$ cat config.mk
export PLATFORM = sky130hd
export DESIGN_NAME = sprite_datapath_flat
export DESIGN_NICKNAME = d
export VERILOG_FILES = /design/src/rtl/sprite_pkg.sv /design/src/rtl/sprite_datapath_if.sv /design/src/rtl/sprite_datapath_pixel_sweep_counter.sv /design/src/rtl/sprite_datapath.sv /design/src/flat_wrapper.sv
export SDC_FILE = /design/constraint.sdc
export NUM_CORES = 1
export LEC_CHECK = 0
export BUFFER_PORTS_ARGS = -buffer_cell sky130_fd_sc_hd__buf_2
export CORE_MARGIN = 5
export CORE_UTILIZATION = 62
export CTS_BUF_LIST = sky130_fd_sc_hd__clkbuf_16
export DETAILED_ROUTE_END_ITERATION = 6
export GPL_TIMING_DRIVEN = 0
export MAX_ROUTING_LAYER = met4
export PLACE_DENSITY = 0.92
export SKIP_CTS_REPAIR_TIMING = 1
export SLEW_MARGIN = 20
export SYNTH_ARGS = -nofsm -noshare
export SYNTH_HDL_FRONTEND = slang
export SYNTH_SLANG_ARGS = --single-unit
$ cat constraint.sdc
create_clock -name clk -period 6 [get_ports clk]
set_input_delay 1.2 -clock clk [delete_from_list [all_inputs] [get_ports clk]]
set_output_delay 1.2 -clock clk [all_outputs]
set_load 0.03 [all_outputs]
$ cat src/rtl/sprite_pkg.sv
// Shared op codes, FSM state encoding and screen defaults for the sprite datapath.
package sprite_pkg;

  localparam logic [1:0] OP_DRAW  = 2'b00;
  localparam logic [1:0] OP_ERASE = 2'b01;

  typedef enum logic [1:0] {
    IDLE   = 2'd0,
    SWEEP  = 2'd1,
    FINISH = 2'd2
  } state_t;

  localparam int SPRITE_W_DEF = 4;
  localparam int SCREEN_W_DEF = 160;
  localparam int SCREEN_H_DEF = 120;

  localparam logic [2:0] DRAW_COLOUR_DEF = 3'b111;
  localparam logic [2:0] ERASE_COLOUR    = 3'b000;

  function automatic logic op_plots(input logic [1:0] op);
    return (op == OP_DRAW) || (op == OP_ERASE);
  endfunction

endpackage

$ cat src/rtl/sprite_datapath_if.sv
// Control/plot bundle between the game FSM (master) and the sprite datapath (slave).
interface sprite_datapath_if;
  logic       datapath_en;
  logic [1:0] op;
  logic       move_en;
  logic       load_coord;
  logic [7:0] x_out;
  logic [6:0] y_out;
  logic [2:0] colour;
  logic       plot;
  logic       done;
  logic       touch_edge;

  modport master (
    output datapath_en, op, move_en, load_coord,
    input  x_out, y_out, colour, plot, done, touch_edge
  );

  modport slave (
    input  datapath_en, op, move_en, load_coord,
    output x_out, y_out, colour, plot, done, touch_edge
  );
endinterface

$ cat src/rtl/sprite_datapath_pixel_sweep_counter.sv
// Row-major pixel index for one SPRITE_W x SPRITE_W sweep; low half is column, high half row.
module pixel_sweep_counter #(
  parameter  int SPRITE_W = 4,
  localparam int CW       = 2 * $clog2(SPRITE_W)
) (
  input  logic          clk,
  input  logic          rst,
  input  logic          clear,
  input  logic          enable,
  output logic [CW-1:0] cnt,
  output logic          last
);

  logic [CW-1:0] r_cnt;

  always_ff @(posedge clk or posedge rst) begin
    if (rst)
      r_cnt <= '0;
    else if (clear)
      r_cnt <= '0;
    else if (enable)
      r_cnt <= r_cnt + CW'(1);
  end

  assign cnt  = r_cnt;
  assign last = (r_cnt == CW'(SPRITE_W * SPRITE_W - 1));

endmodule

$ cat src/rtl/sprite_datapath.sv
// Sprite position/direction holder and pixel sweeper; edge bounce when SPRITE_DATAPATH_BOUNCE_EN is defined, wrap otherwise.
// state  | meaning
// IDLE   | waiting for datapath_en; position moves allowed
// SWEEP  | presenting pixels 1..N^2-1 (pixel 0 leaves IDLE)
// FINISH | sweep complete; waits for datapath_en low
module sprite_datapath
  import sprite_pkg::*;
#(
  parameter int         SPRITE_W = SPRITE_W_DEF,
  parameter int         SCREEN_W = SCREEN_W_DEF,
  parameter int         SCREEN_H = SCREEN_H_DEF,
  parameter int         X_INIT   = 0,
  parameter int         Y_INIT   = 0,
  parameter logic [2:0] COLOUR   = DRAW_COLOUR_DEF
) (
  input logic              clk,
  input logic              reset,
  sprite_datapath_if.slave bus
);

  localparam int         LW    = $clog2(SPRITE_W);
  localparam int         CW    = 2 * LW;
  localparam logic [7:0] X_MAX = 8'(SCREEN_W - SPRITE_W);
  localparam logic [6:0] Y_MAX = 7'(SCREEN_H - SPRITE_W);

  state_t r_state, w_state_next;

  logic [1:0]    r_op, w_op_eff;
  logic [CW-1:0] w_cnt;
  logic          w_last;
  logic          w_fire, w_cnt_en, w_cnt_clr, w_done, w_latch_op;

  logic [7:0] r_x_pos, w_x_next, w_x_eff;
  logic [6:0] r_y_pos, w_y_next, w_y_eff;
  logic       r_dx_neg, r_dy_neg, w_dx_neg_next, w_dy_neg_next;
  logic       w_move;

  logic [7:0] r_x_out;
  logic [6:0] r_y_out;
  logic [2:0] r_colour;
  logic       r_plot, r_done, r_touch;

  pixel_sweep_counter #(.SPRITE_W(SPRITE_W)) u_cnt (
    .clk    (clk),
    .rst    (reset),
    .clear  (w_cnt_clr),
    .enable (w_cnt_en),
    .cnt    (w_cnt),
    .last   (w_last)
  );

  always_ff @(posedge clk or posedge reset) begin
    if (reset)
      r_state <= IDLE;
    else
      r_state <= w_state_next;
  end

  always_comb begin
    w_state_next = r_state;
    w_fire       = 1'b0;
    w_cnt_en     = 1'b0;
    w_cnt_clr    = 1'b0;
    w_done       = 1'b0;
    w_latch_op   = 1'b0;
    case (r_state)
      IDLE: begin
        if (bus.datapath_en) begin
          w_state_next = SWEEP;
          w_fire       = 1'b1;
          w_cnt_en     = 1'b1;
          w_latch_op   = 1'b1;
        end
      end
      SWEEP: begin
        if (!bus.datapath_en) begin
          w_state_next = IDLE;
          w_cnt_clr    = 1'b1;
        end else begin
          w_fire = 1'b1;
          if (w_last) begin
            w_done       = 1'b1;
            w_cnt_clr    = 1'b1;
            w_state_next = FINISH;
          end else begin
            w_cnt_en = 1'b1;
          end
        end
      end
      FINISH: begin
        if (!bus.datapath_en)
          w_state_next = IDLE;
      end
      default: w_state_next = IDLE;
    endcase
  end

  assign w_move = bus.load_coord && bus.move_en && (r_state == IDLE);

  always_comb begin
    w_dx_neg_next = r_dx_neg;
    w_dy_neg_next = r_dy_neg;
    w_x_next      = r_x_pos;
    w_y_next      = r_y_pos;
`ifdef SPRITE_DATAPATH_BOUNCE_EN
    // Reflection and the step away from the edge happen in the same update.
    if (!r_dx_neg && r_x_pos == X_MAX)
      w_dx_neg_next = 1'b1;
    else if (r_dx_neg && r_x_pos == '0)
      w_dx_neg_next = 1'b0;
    if (!r_dy_neg && r_y_pos == Y_MAX)
      w_dy_neg_next = 1'b1;
    else if (r_dy_neg && r_y_pos == '0)
      w_dy_neg_next = 1'b0;
    w_x_next = w_dx_neg_next ? r_x_pos - 8'd1 : r_x_pos + 8'd1;
    w_y_next = w_dy_neg_next ? r_y_pos - 7'd1 : r_y_pos + 7'd1;
`else
    if (r_dx_neg)
      w_x_next = (r_x_pos == '0) ? X_MAX : r_x_pos - 8'd1;
    else
      w_x_next = (r_x_pos == X_MAX) ? '0 : r_x_pos + 8'd1;
    if (r_dy_neg)
      w_y_next = (r_y_pos == '0) ? Y_MAX : r_y_pos - 7'd1;
    else
      w_y_next = (r_y_pos == Y_MAX) ? '0 : r_y_pos + 7'd1;
`endif
  end

  always_ff @(posedge clk or posedge reset) begin
    if (reset) begin
      r_x_pos  <= 8'(X_INIT);
      r_y_pos  <= 7'(Y_INIT);
      r_dx_neg <= 1'b0;
      r_dy_neg <= 1'b0;
      r_touch  <= 1'b0;
    end else if (w_move) begin
      r_x_pos  <= w_x_next;
      r_y_pos  <= w_y_next;
      r_dx_neg <= w_dx_neg_next;
      r_dy_neg <= w_dy_neg_next;
      r_touch  <= (w_y_next == Y_MAX);
    end
  end

  // Pixel 0 leaves IDLE, so it must see a same-cycle move and the incoming op.
  assign w_x_eff  = w_move ? w_x_next : r_x_pos;
  assign w_y_eff  = w_move ? w_y_next : r_y_pos;
  assign w_op_eff = (r_state == IDLE) ? bus.op : r_op;

  always_ff @(posedge clk or posedge reset) begin
    if (reset)
      r_op <= OP_DRAW;
    else if (w_latch_op)
      r_op <= bus.op;
  end

  always_ff @(posedge clk or posedge reset) begin
    if (reset) begin
      r_x_out  <= '0;
      r_y_out  <= '0;
      r_colour <= '0;
      r_plot   <= 1'b0;
      r_done   <= 1'b0;
    end else begin
      r_done <= w_done;
      if (w_fire) begin
        r_x_out  <= w_x_eff + 8'(w_cnt[LW-1:0]);
        r_y_out  <= w_y_eff + 7'(w_cnt[CW-1:LW]);
        r_plot   <= op_plots(w_op_eff);
        r_colour <= (w_op_eff == OP_DRAW) ? COLOUR : ERASE_COLOUR;
      end else begin
        r_plot <= 1'b0;
      end
    end
  end

  assign bus.x_out      = r_x_out;
  assign bus.y_out      = r_y_out;
  assign bus.colour     = r_colour;
  assign bus.plot       = r_plot;
  assign bus.done       = r_done;
  assign bus.touch_edge = r_touch;

endmodule

$ cat src/flat_wrapper.sv
// flat-port wrapper written by rule: the top's interface ports become plain ports
module sprite_datapath_flat import sprite_pkg::*;
#(
  parameter int         SPRITE_W = SPRITE_W_DEF,
  parameter int         SCREEN_W = SCREEN_W_DEF,
  parameter int         SCREEN_H = SCREEN_H_DEF,
  parameter int         X_INIT   = 0,
  parameter int         Y_INIT   = 0,
  parameter logic [2:0] COLOUR   = DRAW_COLOUR_DEF
)
  (clk, reset, bus_datapath_en, bus_op, bus_move_en, bus_load_coord, bus_x_out, bus_y_out, bus_colour, bus_plot, bus_done, bus_touch_edge);
  sprite_datapath_if bus_i ();
  input logic clk;
  input logic reset;
  input wire logic [$bits(bus_i.datapath_en)-1:0] bus_datapath_en;
  input wire logic [$bits(bus_i.op)-1:0] bus_op;
  input wire logic [$bits(bus_i.move_en)-1:0] bus_move_en;
  input wire logic [$bits(bus_i.load_coord)-1:0] bus_load_coord;
  output wire logic [$bits(bus_i.x_out)-1:0] bus_x_out;
  output wire logic [$bits(bus_i.y_out)-1:0] bus_y_out;
  output wire logic [$bits(bus_i.colour)-1:0] bus_colour;
  output wire logic [$bits(bus_i.plot)-1:0] bus_plot;
  output wire logic [$bits(bus_i.done)-1:0] bus_done;
  output wire logic [$bits(bus_i.touch_edge)-1:0] bus_touch_edge;
  assign bus_i.datapath_en = bus_datapath_en;
  assign bus_i.op = bus_op;
  assign bus_i.move_en = bus_move_en;
  assign bus_i.load_coord = bus_load_coord;
  assign bus_x_out = bus_i.x_out;
  assign bus_y_out = bus_i.y_out;
  assign bus_colour = bus_i.colour;
  assign bus_plot = bus_i.plot;
  assign bus_done = bus_i.done;
  assign bus_touch_edge = bus_i.touch_edge;
  sprite_datapath #(.SPRITE_W(SPRITE_W), .SCREEN_W(SCREEN_W), .SCREEN_H(SCREEN_H), .X_INIT(X_INIT), .Y_INIT(Y_INIT), .COLOUR(COLOUR)) u_core (.clk(clk), .reset(reset), .bus(bus_i));
endmodule
[Yosys cells after proc, flatten, opt, wreduce, memory -nomap -nowiden]
Cells that the tools add are included.
Word-level totals
  flip-flop bits (word level): 44
  input port bits: 7
  word-level logic and storage cells: 59
Operators by class
  add/subtract/negate cells: 5
  equal/unequal tests: 10
  multiplexer cells: 25
  reduce and logical (&&, ||, !) cells: 8
Operators by type and width (number)
  $mux W8: 2
  $eq A7 B7 Y1 const B: 2
  $mux W7: 2
  $mux W1: 11
  $mux W2: 5
  $add A8 B1 Y8 const B: 1
  $add A8 B2 Y8: 1
  $eq A8 B8 Y1 const B: 1
  $mux W4: 2
  $add A7 B1 Y7 const B: 1
  $add A7 B2 Y7: 1
  $pmux W2 S3: 1
  $add A4 B1 Y4 const B: 1
  $eq A2 B1 Y1 const B: 2
  $eq A4 B4 Y1 const B: 1
  $logic_not A2 Y1: 2
  $ne A2 B2 Y1 const B: 2
  $mux W3: 1
  $ne A3 B3 Y1 const B: 1
  $reduce_and A3 Y1: 1
  $eq A2 B2 Y1 const B: 1
  $logic_and A1 B1 Y1: 2
  $pmux W1 S2: 1
  $reduce_bool A2 Y1: 1
  other kinds (2): 2

[Longest topological paths before layout]
Gate-level depths: netlist of the first run.
  word-level depth: 6
  gate-level depth with buffers: 12

[Hierarchy]
Synthesis of the first run repeated with hierarchy kept, for this count alone.
Second synthesis, totals
  cell total of the unflattened synthesis: 243
  area, all modules: 2448.6 um2
By module, submodules not included
  sprite_datapath: instances 1, cells each 225, area each 2245.9 um2
  pixel_sweep_counter: instances 1, cells each 18, area each 202.7 um2

[Least setup slack after synthesis of the first run]
OpenSTA, ideal clock, no wires.
  kind: input to register
  start: input port bus_load_coord
  end: register u_core.r_x_out[6], in the netlist u_core.bus.x_out[6]
  setup time: 135 ps
  arrival time: 3211 ps
  required time: 5865 ps
  path slack: 2654 ps
  stages on the path: 10
  cells stage by stage: and4bb_4 buf_4 nand2_1 a21oi_1 ha_1 inv_1 fa_1 or4b_1 xnor2_1 o21ai_0
On the way
  cells in the longest elaborated chain, start to end: 4
Ends and longest elaborated chain
  from (decl): RTL line flat_wrapper.sv:18  | input wire logic [$bits(bus_i.load_coord)-1:0] bus_load_coord;
  $logic_and A1 B1 Y1 (2 in series): RTL line sprite_datapath.sv:98  | assign w_move = bus.load_coord && bus.move_en && (r_state == IDLE);
  $mux W8
  named net u_core.w_x_eff[0]: RTL line sprite_datapath.sv:33  | logic [7:0] r_x_pos, w_x_next, w_x_eff;
  $add A8 B2 Y8: RTL line sprite_datapath.sv:167  | r_x_out <= w_x_eff + 8'(w_cnt[LW-1:0]);
  to (signal assigned): RTL line sprite_datapath.sv:167
  to (decl): RTL line sprite_datapath.sv:38  | logic [7:0] r_x_out;
The timed path passes the listed nets, and every way through them passes these cells.
A chain may end at the register's enable or synchronous reset.

[Worst setup path after layout of the first run]
Ends and elaborated chain as after synthesis.

==> summary.md, run 1 <==
| Metric | Value |
|---|---|
| Ys flop type | `dfrtp_1` |
| Sinks on Clock Net | `42` |
| Maximum number of pins on one net before global-route repair | `35` |
| Tot Pwr | `1.156 mW` |
| Slowest CP cell | `or4b_1` |
| DRT iter0 DRCs | `167` |
| Dpl ws | `2.188 ns` |
| Syn_area_per_cell | `9.685 um2` |
| Clk pin slew, worst setup/hold paths | `0.06 ns` |
| Share of the synthesized area in the top cell type | `43.93%` |
| Critical path class | `in -> reg` |
| Syn Nets | `265` |
| Area grow syn2layout | `16.89%` |
| Clock Latency Late Sink | `0.28 ns` |
| Critical-path cell list | `buf_2 -> and4bb_4 -> buf_4 -> nand2_1 -> a21oi_1 -> ha_1 -> inv_1 -> fa_1 -> or4b_1 -> xnor2_1 -> o21ai_0` |
| Die H | `72.12 um` |
| Layout cells sized above 1 | `20.14%` |
| DRC violations left | `0` |
| Peak Freq | `0.2847 GHz` |
| Delay of the slowest cell on the worst path | `0.56 ns` |
| Worst path depth | `11` |
| Hold depth | `2` |
| # diodes | `0` |
| Core area | `3689 um2` |
| Ys Warns | `0` |
| Post-synth EDFFs | `0` |
| Seq/Total Area, Yosys | `43.93%` |
| CTS buffer count | `5` |
| Cell row count | `22` |
| CTS root buf | `clkbuf_16` |
| Grt ovf | `0` |
| CP Max Fanout | `10` |
| Crit path arrival time | `3.65 ns` |
| Endpoint type of the worst setup path | `flip-flop` |
| Initial Utilization | `64.86%` |
| Flops & latches, synth | `42` |
| Final hold violations | `0` |
| Most frequent cells in the layout | `dfrtp_1 (42), nand2_1 (38), buf_2 (28)` |
| Vias in the first global route | `2057` |
| GP Congestion | `0.8293` |
| Most common cell after layout, fill and taps aside | `dfrtp_1` |
| Final setup violation count | `0` |
| Maxcap violations | `0` |
| Measured slew at the worst slew-check pin | `0.6396 ns` |
| Status | `complete, no violations` |
| CP Launch Type | `input port` |
| Pwr per Cell Area | `413.3 nW/um2` |
| Via count | `1910` |
| Unrepaired setup endpoints after global routing | `no` |
| Buf/Inv on CP | `3` |
| Routed Antenna Nets | `0` |
| HPWL after DPL | `3764 um` |
| Tcrit/Tclk final | `58.53%` |
| Vias/cell | `5.770` |
| Worst VDD drop | `0.0002321 V` |
| HP Start | `u_core.bus.touch_edge` |
| Reg2reg end | `u_core.bus.x_out[6]` |
| WP data required | `6.14 ns` |
| Post-Synthesis Cells | `247` |
| Die X | `72.12 um` |
| Normalized max-slew margin | `56.78%` |
| CTS Buffer Depth | `2` |
| First-pass GRT wire length | `8976 um` |
| I/O pin count | `28` |
| Worst R2R Start | `u_core.r_state[1]` |
| Setup Skew | `0.004266 ns` |
| Setup TNS | `0 ns` |
| Setup WS post-layout | `2.488 ns` |
| CP top delay family | `simple AND/OR/NAND/NOR gates` |
| Worst-case hold path end point | `u_core.bus.touch_edge` |
| Post-route minimum period | `3.512 ns` |
| Reg2Reg Setup Slack | `2.94 ns` |
| Mapped Area | `2392 um2` |
| Pre-antenna DRT Iters | `4` |
| Final wirelength | `5233 um` |
| Die footprint | `5201 um2` |
| Port Buffer Count | `27` |
| FFs w/ async S/R, synth | `100.0%` |
| Worst min-delay path class | `reg -> reg` |
| GRT Total Usage | `22.69%` |
| Initial antenna violation count | `0` |
| Top cells by area, synth | `dfrtp_1 (44%), nand2_1 (6.0%), ha_1 (4.7%)` |
| FILL cells | `247` |
| H-tree levels | `2` |
| Synth unique cells | `55` |
| Reg2reg path depth | `11` |
| CTS tree | `yes` |
| Post-layout nets | `300` |
| Pleak | `1.305 nW` |
| Final Slew Violations | `0` |
| DR WL/cell | `15.81 um` |
| Synth area leader | `dfrtp_1` |
## Yosys cell counts (2+ instances only)
cell and instances:
mux2_2 3, nand4_1 5, nand2_1 38, and3_1 2, a21oi_1 3, xnor2_1 11, and2_1 3, nand4b_1 2
nand3_1 8, o22ai_1 3, o21ai_0 17, xor2_1 4, a31oi_1 4, fa_1 2, a21o_1 3, buf_6 2
inv_1 15, nor2_1 18, nor3_1 3, buf_4 5, ha_1 9, nand2b_1 3, dfrtp_1 42, clkbuf_1 7
mux2i_1 4, or4_1 2
## report_power, final
group          switching (mW)  internal (mW)  total, mW
sequential             0.0605          0.353      0.413
clock                   0.108          0.237      0.345
combinational           0.256          0.142      0.398
total                   0.424          0.731       1.16
## flip-flops by register name, indices dropped and copies added, names as in the netlist
register / cells
u_core.r_x_pos: 8
u_core.bus.colour: 1
u_core.r_op: 2
u_core.u_cnt.cnt: 4
u_core.bus.done: 1
u_core.bus.y_out: 7
u_core.bus.touch_edge: 1
u_core.bus.plot: 1
u_core.r_y_pos: 7
u_core.r_state: 2
u_core.bus.x_out: 8
## cell type report
cell class              count  area, um2  area share (%)
plain buffers              15      91.34           3.266
clock buffers               5      125.1           4.474
clock inverters             3      63.81           2.282
inverters                  15      56.30           2.013
multi-input cells         175       1194           42.68
flip-flops and latches     42       1051           37.58
well taps                  48      60.06           2.148
repair buffers             28      155.1           5.548
## tightest hold or removal path: stages, from the launching register on
cell and delay [ns]:
dfrtp_1 0.34, nand2_1 0.05, o41ai_1 0.05
## cell families (layout without fill, tap and decap cells)
group	Yosys count	count (layout)	synth area share [%]
DFF	42	42	43.93
muxes	7	7	3.086
AOI/OAI and AO/OA	46	46	13.23
adders and majority gates	11	11	6.381
and+or+nand+nor	96	96	21.71
buffers and inverters	30	66	6.171
xor gates and xnor gates	15	15	5.491
## worst max-delay path by stage
| stage | startpoint | endpoint |
|---|---|---|
| 2_1_floorplan | bus_load_coord | u_core.bus.x_out[6] |
| 3_3_place_gp | bus_load_coord | u_core.bus.x_out[6] |
| 3_5_place_dp | bus_load_coord | u_core.bus.x_out[6] |
| 4_1_cts | bus_load_coord | u_core.bus.x_out[6] |
| 5_1_grt | bus_load_coord | u_core.bus.x_out[6] |
| 6_report | bus_load_coord | u_core.bus.x_out[6] |
## stage by stage
| stage | util [%] | area, um2 | hold slack, ns | std cells |
|---|---|---|---|---|
| floorplan | - | 2392 | 0.4381 | 247 |
| global placement | 70.15 | 2587 | 0.4479 | 322 |
| detailed placement | 70.69 | 2608 | 0.4564 | 323 |
| finish | 75.81 | 2796 | 0.4679 | 331 |
| CTS | 75.81 | 2796 | 0.4747 | 331 |
| global route | 75.81 | 2796 | 0.5135 | 331 |
## layer usage
metal	wire length [um]	GRT usage [%]	vias to the layer above
met4	80	7.307	0
met5	0	-	-
met3	287	6.233	10
met2	2651	39.33	55
li1	-	-	930
met1	2213	25.18	915
No activity file was read; power rests on OpenSTA's default activity.
==> inputs of run 2 (changes only) <==
--- a/config.mk
+++ b/config.mk
@@ -7,12 +7,12 @@
 export LEC_CHECK = 0
 export BUFFER_PORTS_ARGS = -buffer_cell sky130_fd_sc_hd__buf_2
 export CORE_MARGIN = 5
-export CORE_UTILIZATION = 62
+export CORE_UTILIZATION = 52
 export CTS_BUF_LIST = sky130_fd_sc_hd__clkbuf_16
 export DETAILED_ROUTE_END_ITERATION = 6
 export GPL_TIMING_DRIVEN = 0
 export MAX_ROUTING_LAYER = met4
-export PLACE_DENSITY = 0.92
+export PLACE_DENSITY = 0.83
 export SKIP_CTS_REPAIR_TIMING = 1
 export SLEW_MARGIN = 20
 export SYNTH_ARGS = -nofsm -noshare
==> constraint.sdc (replaced) <==
create_clock -name clk -period 2.8 [get_ports clk]
set_input_delay 0.56 -clock clk [delete_from_list [all_inputs] [get_ports clk]]
set_output_delay 0.56 -clock clk [all_outputs]
set_load 0.03 [all_outputs]
==> run 2 against run 1 <==
Effect of this change: clock power grew 55%; routed wire length fell by 4.7%; largest power group unchanged; die area up 16%.
==> summary.md, run 2 (synthesized netlist as in run 1, its figures left out) <==
| Metric | Value |
|---|---|
| Status | `complete, no violations` |
| Peak Freq | `0.3574 GHz` |
| Maxcap violations | `0` |
| Normalized max-slew margin | `64.79%` |
| DRT iter0 DRCs | `131` |
| Slowest CP cell | `or4b_1` |
| Area post-placement | `2620 um2` |
| Die H | `77.83 um` |
| Post-layout nets | `301` |
| CP Launch Type | `flip-flop` |
| FILL cells | `339` |
| Pre-antenna DRT Iters | `4` |
| CTS root buf | `clkbuf_16` |
| Critical path class | `reg -> reg` |
| Crit path arrival time | `2.94 ns` |
| DR WL/cell | `14.85 um` |
| Initial Utilization | `54.19%` |
| Final setup violation count | `0` |
| CTS Buffer Depth | `2` |
| Initial antenna violation count | `0` |
| Dpl ws | `-0.2555 ns` |
| Area grow syn2layout | `16.27%` |
| # diodes | `0` |
| Sinks on Clock Net | `42` |
| Final hold violations | `0` |
| Tot Pwr | `2.283 mW` |
| Finished Cell Area | `2781 um2` |
| Delay of the slowest cell on the worst path | `0.54 ns` |
| Setup Skew | `0.005863 ns` |
| Maximum number of pins on one net before global-route repair | `25` |
| Pleak | `1.297 nW` |
| Via count | `1905` |
| Port Buffer Count | `27` |
| Setup TNS | `0 ns` |
| DRC violations left | `0` |
| CTS tree | `yes` |
| Core area | `4414 um2` |
| Measured slew at the worst slew-check pin | `0.5282 ns` |
| Worst VDD drop | `0.0004265 V` |
| Vias in the first global route | `1855` |
| Dpl cells | `327` |
| Die X | `77.83 um` |
| Final Slew Violations | `0` |
| Layout cells sized above 1 | `21.13%` |
| Die footprint | `6057 um2` |
| Pwr per Cell Area | `820.8 nW/um2` |
| Critical-path cell list | `buf_6 -> and4bb_4 -> buf_6 -> nand2_1 -> a21oi_2 -> ha_1 -> inv_1 -> fa_2 -> or4b_1 -> xnor2_1 -> o21ai_1` |
| I/O pin count | `28` |
| GP Congestion | `0.7951` |
| First-pass GRT wire length | `8576 um` |
| Most frequent cells in the layout | `dfrtp_1 (42), nand2_1 (38), buf_2 (28)` |
| CP Max Fanout | `10` |
| Non-filler cells, final | `336` |
| Routed Antenna Nets | `0` |
| Grt ovf | `0` |
| Endpoint type of the worst setup path | `flip-flop` |
| Clock Latency Late Sink | `0.28 ns` |
| Most common cell after layout, fill and taps aside | `dfrtp_1` |
| Worst hold slack | `0.2803 ns` |
| Post-route minimum period | `2.798 ns` |
| WP data required | `2.94 ns` |
| H-tree levels | `2` |
| Vias/cell | `5.670` |
| Layout Utilization | `63.01%` |
| CTS buffer count | `5` |
| Unrepaired setup endpoints after global routing | `yes` |
| Most numerous cell on the critical path | `buf_6` |
| Tcrit/Tclk final | `99.94%` |
| Cell row count | `24` |
| Worst min-delay path class | `in -> async` |
| GRT Total Usage | `18.05%` |
| Clk pin slew, worst setup/hold paths | `0.05 ns` |
| HPWL after DPL | `3729 um` |
| Setup WS post-layout | `0.001650 ns` |
| Final wirelength | `4989 um` |
-- run 2: cell types whose count changed in the layout (fill, tap and decap cells not counted), sizes merged --
cell and change:
bufinv -2, clkinv +1, inv +1, buf +1
-- run 2: where the power goes --
part	internal, mW	total, mW	switching, mW
Clock	0.322	0.534	0.212
Sequential	0.756	0.882	0.126
Combinational	0.317	0.866	0.549
-- run 2: area by class of cell --
class | count | area (um2) | share of cell area, %
clock buffer | 5 | 125.1 | 4.498
timing repair buffer | 29 | 170.2 | 6.118
buffer | 15 | 95.09 | 3.419
tap | 52 | 65.06 | 2.339
multi-input combinational | 175 | 1206 | 43.36
inverter | 15 | 56.30 | 2.024
sequential | 42 | 1051 | 37.79
clock inverter | 3 | 12.51 | 0.4498
-- run 2: worst paths after layout --
| path | from | endpoint | slack [ns] | cells past startpoint |
|---|---|---|---|---|
| max | u_core.r_state[1] | u_core.bus.x_out[6] | 0.002 | 11 |
| min | reset | u_core.bus.plot | 0.28 | 2 |
| max reg2reg | u_core.r_state[1] | u_core.bus.x_out[6] | 0.002 | 11 |
| min reg2reg | u_core.bus.x_out[0] | u_core.bus.x_out[0] | 0.47 | 2 |
| max in group asynchronous | reset | u_core.r_x_pos[4] | 2.06 | 3 |
| min in group clk | u_core.bus.x_out[0] | u_core.bus.x_out[0] | 0.47 | 2 |
-- run 2: layer usage --
layer,GRT usage (%),vias up,part of all wire (%)
met5,-,-,0
met1,22.81,927,45
met4,7.388,0,1.6
met2,28.63,42,49
li1,-,929,-
met3,3.125,7,4.2
-- run 2: critical path: cells and delay by family (launching register included) --
| kind | cells | cell delay, ns |
|---|---|---|
| simple gates | 3 | 0.97 |
| fa+ha+maj | 2 | 0.57 |
| flops | 1 | 0.37 |
| buf+inv | 3 | 0.34 |
| compound gates | 2 | 0.26 |
| xor+xnor | 1 | 0.15 |
==> inputs of run 3 (changes only) <==
--- a/config.mk
+++ b/config.mk
@@ -12,7 +12,8 @@
 export DETAILED_ROUTE_END_ITERATION = 6
 export GPL_TIMING_DRIVEN = 0
 export MAX_ROUTING_LAYER = met4
-export PLACE_DENSITY = 0.83
+export PLACE_DENSITY = 0.78
+export RECOVER_POWER = 50
 export SKIP_CTS_REPAIR_TIMING = 1
 export SLEW_MARGIN = 20
 export SYNTH_ARGS = -nofsm -noshare
==> run 3 against run 2 <==
Effect of this change: combinational power is 3.2% higher; fmax is 4.3% higher; sequential share of layout area is 0.78 points lower; critical path type unchanged; routed wire length is 3.0% higher.
==> summary.md, run 3 (synthesized netlist as in run 1, its figures left out) <==
| Metric | Value |
|---|---|
| Routed Antenna Nets | `0` |
| Most common cell after layout, fill and taps aside | `dfrtp_1` |
| Most numerous cell on the critical path | `buf_6` |
| Layout Utilization | `64.34%` |
| Measured slew at the worst slew-check pin | `1.457 ns` |
| Grt ovf | `0` |
| # diodes | `0` |
| CP Launch Type | `flip-flop` |
| DR WL/cell | `15.03 um` |
| Status | `complete, no violations` |
| Maximum number of pins on one net before global-route repair | `29` |
| Area post-placement | `2613 um2` |
| Final wirelength | `5139 um` |
| CTS buffer count | `5` |
| Pre-antenna DRT Iters | `4` |
| Port Buffer Count | `27` |
| Initial Utilization | `54.19%` |
| DRT iter0 DRCs | `131` |
| Layout cells sized above 1 | `23.79%` |
| I/O pin count | `28` |
| Final Slew Violations | `0` |
| CP Max Fanout | `6` |
| Area grow syn2layout | `18.72%` |
| Die H | `77.83 um` |
| H-tree levels | `2` |
| Worst min-delay path class | `in -> async` |
| First-pass GRT wire length | `8707 um` |
| CP top delay family | `simple AND/OR/NAND/NOR gates` |
| Final setup violation count | `0` |
| Vias/cell | `5.544` |
| Pwr per Cell Area | `818.1 nW/um2` |
| Finished Cell Area | `2840 um2` |
| Endpoint type of the worst setup path | `flip-flop` |
| Clock Latency Late Sink | `0.28 ns` |
| FILL cells | `339` |
| GRT Total Usage | `18.41%` |
| Tcrit/Tclk final | `95.78%` |
| DRC violations left | `0` |
| Setup Skew | `0.007769 ns` |
| CTS Buffer Depth | `2` |
| CTS tree | `yes` |
| Slowest CP cell | `or4b_4` |
| Via count | `1896` |
| Sinks on Clock Net | `42` |
| Final hold violations | `0` |
| Cell row count | `24` |
| Post-layout nets | `307` |
| Critical path class | `reg -> reg` |
| Buf/Inv on CP | `3` |
| Maxcap violations | `0` |
| Clk pin slew, worst setup/hold paths | `0.05 ns` |
| Pleak | `1.323 nW` |
| Core area | `4414 um2` |
| CTS root buf | `clkbuf_16` |
| Worst VDD drop | `0.0004876 V` |
| Post-route minimum period | `2.682 ns` |
| Die footprint | `6057 um2` |
| Die X | `77.83 um` |
| Normalized max-slew margin | `2.862%` |
| GP Congestion | `0.7840` |
| WP data required | `3.00 ns` |
| Delay of the slowest cell on the worst path | `0.53 ns` |
| Vias in the first global route | `1855` |
| Unrepaired setup endpoints after global routing | `yes` |
| Critical-path cell list | `buf_6 -> and4bb_4 -> buf_6 -> nand2_2 -> a21oi_4 -> ha_4 -> inv_2 -> fa_2 -> or4b_4 -> xnor2_2 -> o21ai_1` |
| Most frequent cells in the layout | `dfrtp_1 (42), nand2_1 (37), buf_2 (28)` |
| Peak Freq | `0.3729 GHz` |
| Initial antenna violation count | `0` |
| HPWL after DPL | `3675 um` |
| Crit path arrival time | `2.88 ns` |
[run 3: path summary, 6_finish.rpt]
kind	startpoint	slack, ns	to	cells after the start
max reg2reg	u_core.r_state[0]	0.12	u_core.bus.x_out[6]	11
min	reset	0.32	u_core.bus.plot	2
min in group clk	u_core.r_op[1]	0.47	u_core.bus.plot	1
max in group asynchronous	reset	0.75	u_core.r_x_pos[5]	3
max	u_core.r_state[0]	0.12	u_core.bus.x_out[6]	11
min reg2reg	u_core.r_op[1]	0.47	u_core.bus.plot	1
[run 3: area by class of cell]
type	count	area, um2	share of cell area, %
Tap cell	52	65.06	2.291
Inverter	15	56.30	1.982
Buffer	15	98.84	3.480
Multi-Input combinational cell	175	1240	43.66
Clock inverter	3	12.51	0.4405
Clock buffer	5	125.1	4.405
Sequential cell	42	1051	37.00
Timing Repair Buffer	35	191.4	6.740
[run 3: routing by layer]
layer | global-route usage (%) | up-vias | wire, um
met5 | - | - | 0
met3 | 4.051 | 6 | 199
met1 | 24.26 | 920 | 2338
met2 | 28.63 | 38 | 2535
li1 | - | 932 | -
met4 | 5.155 | 0 | 65
[run 3: stage by stage]
step	TNS, ns	setup slack, ns	instances	power [mW]	hold WS (ns)
2_1_floorplan	0	0.08211	247	1.500	0.4381
3_3_place_gp	-0.4054	-0.2782	326	1.697	0.4553
6_report	0	0.1183	342	2.324	0.3219
5_1_grt	-0.01806	-0.01806	342	2.486	0.3753
3_5_place_dp	-0.4179	-0.2715	327	1.735	0.4650
4_1_cts	-0.2539	-0.1952	335	2.282	0.2455
[run 3: report_power, final]
part	internal, mW	switching [mW]	total [mW]	leakage [nW]
clock network	0.322	0.219	0.541	0.0724
registers	0.756	0.132	0.889	0.522
logic	0.333	0.561	0.894	0.729
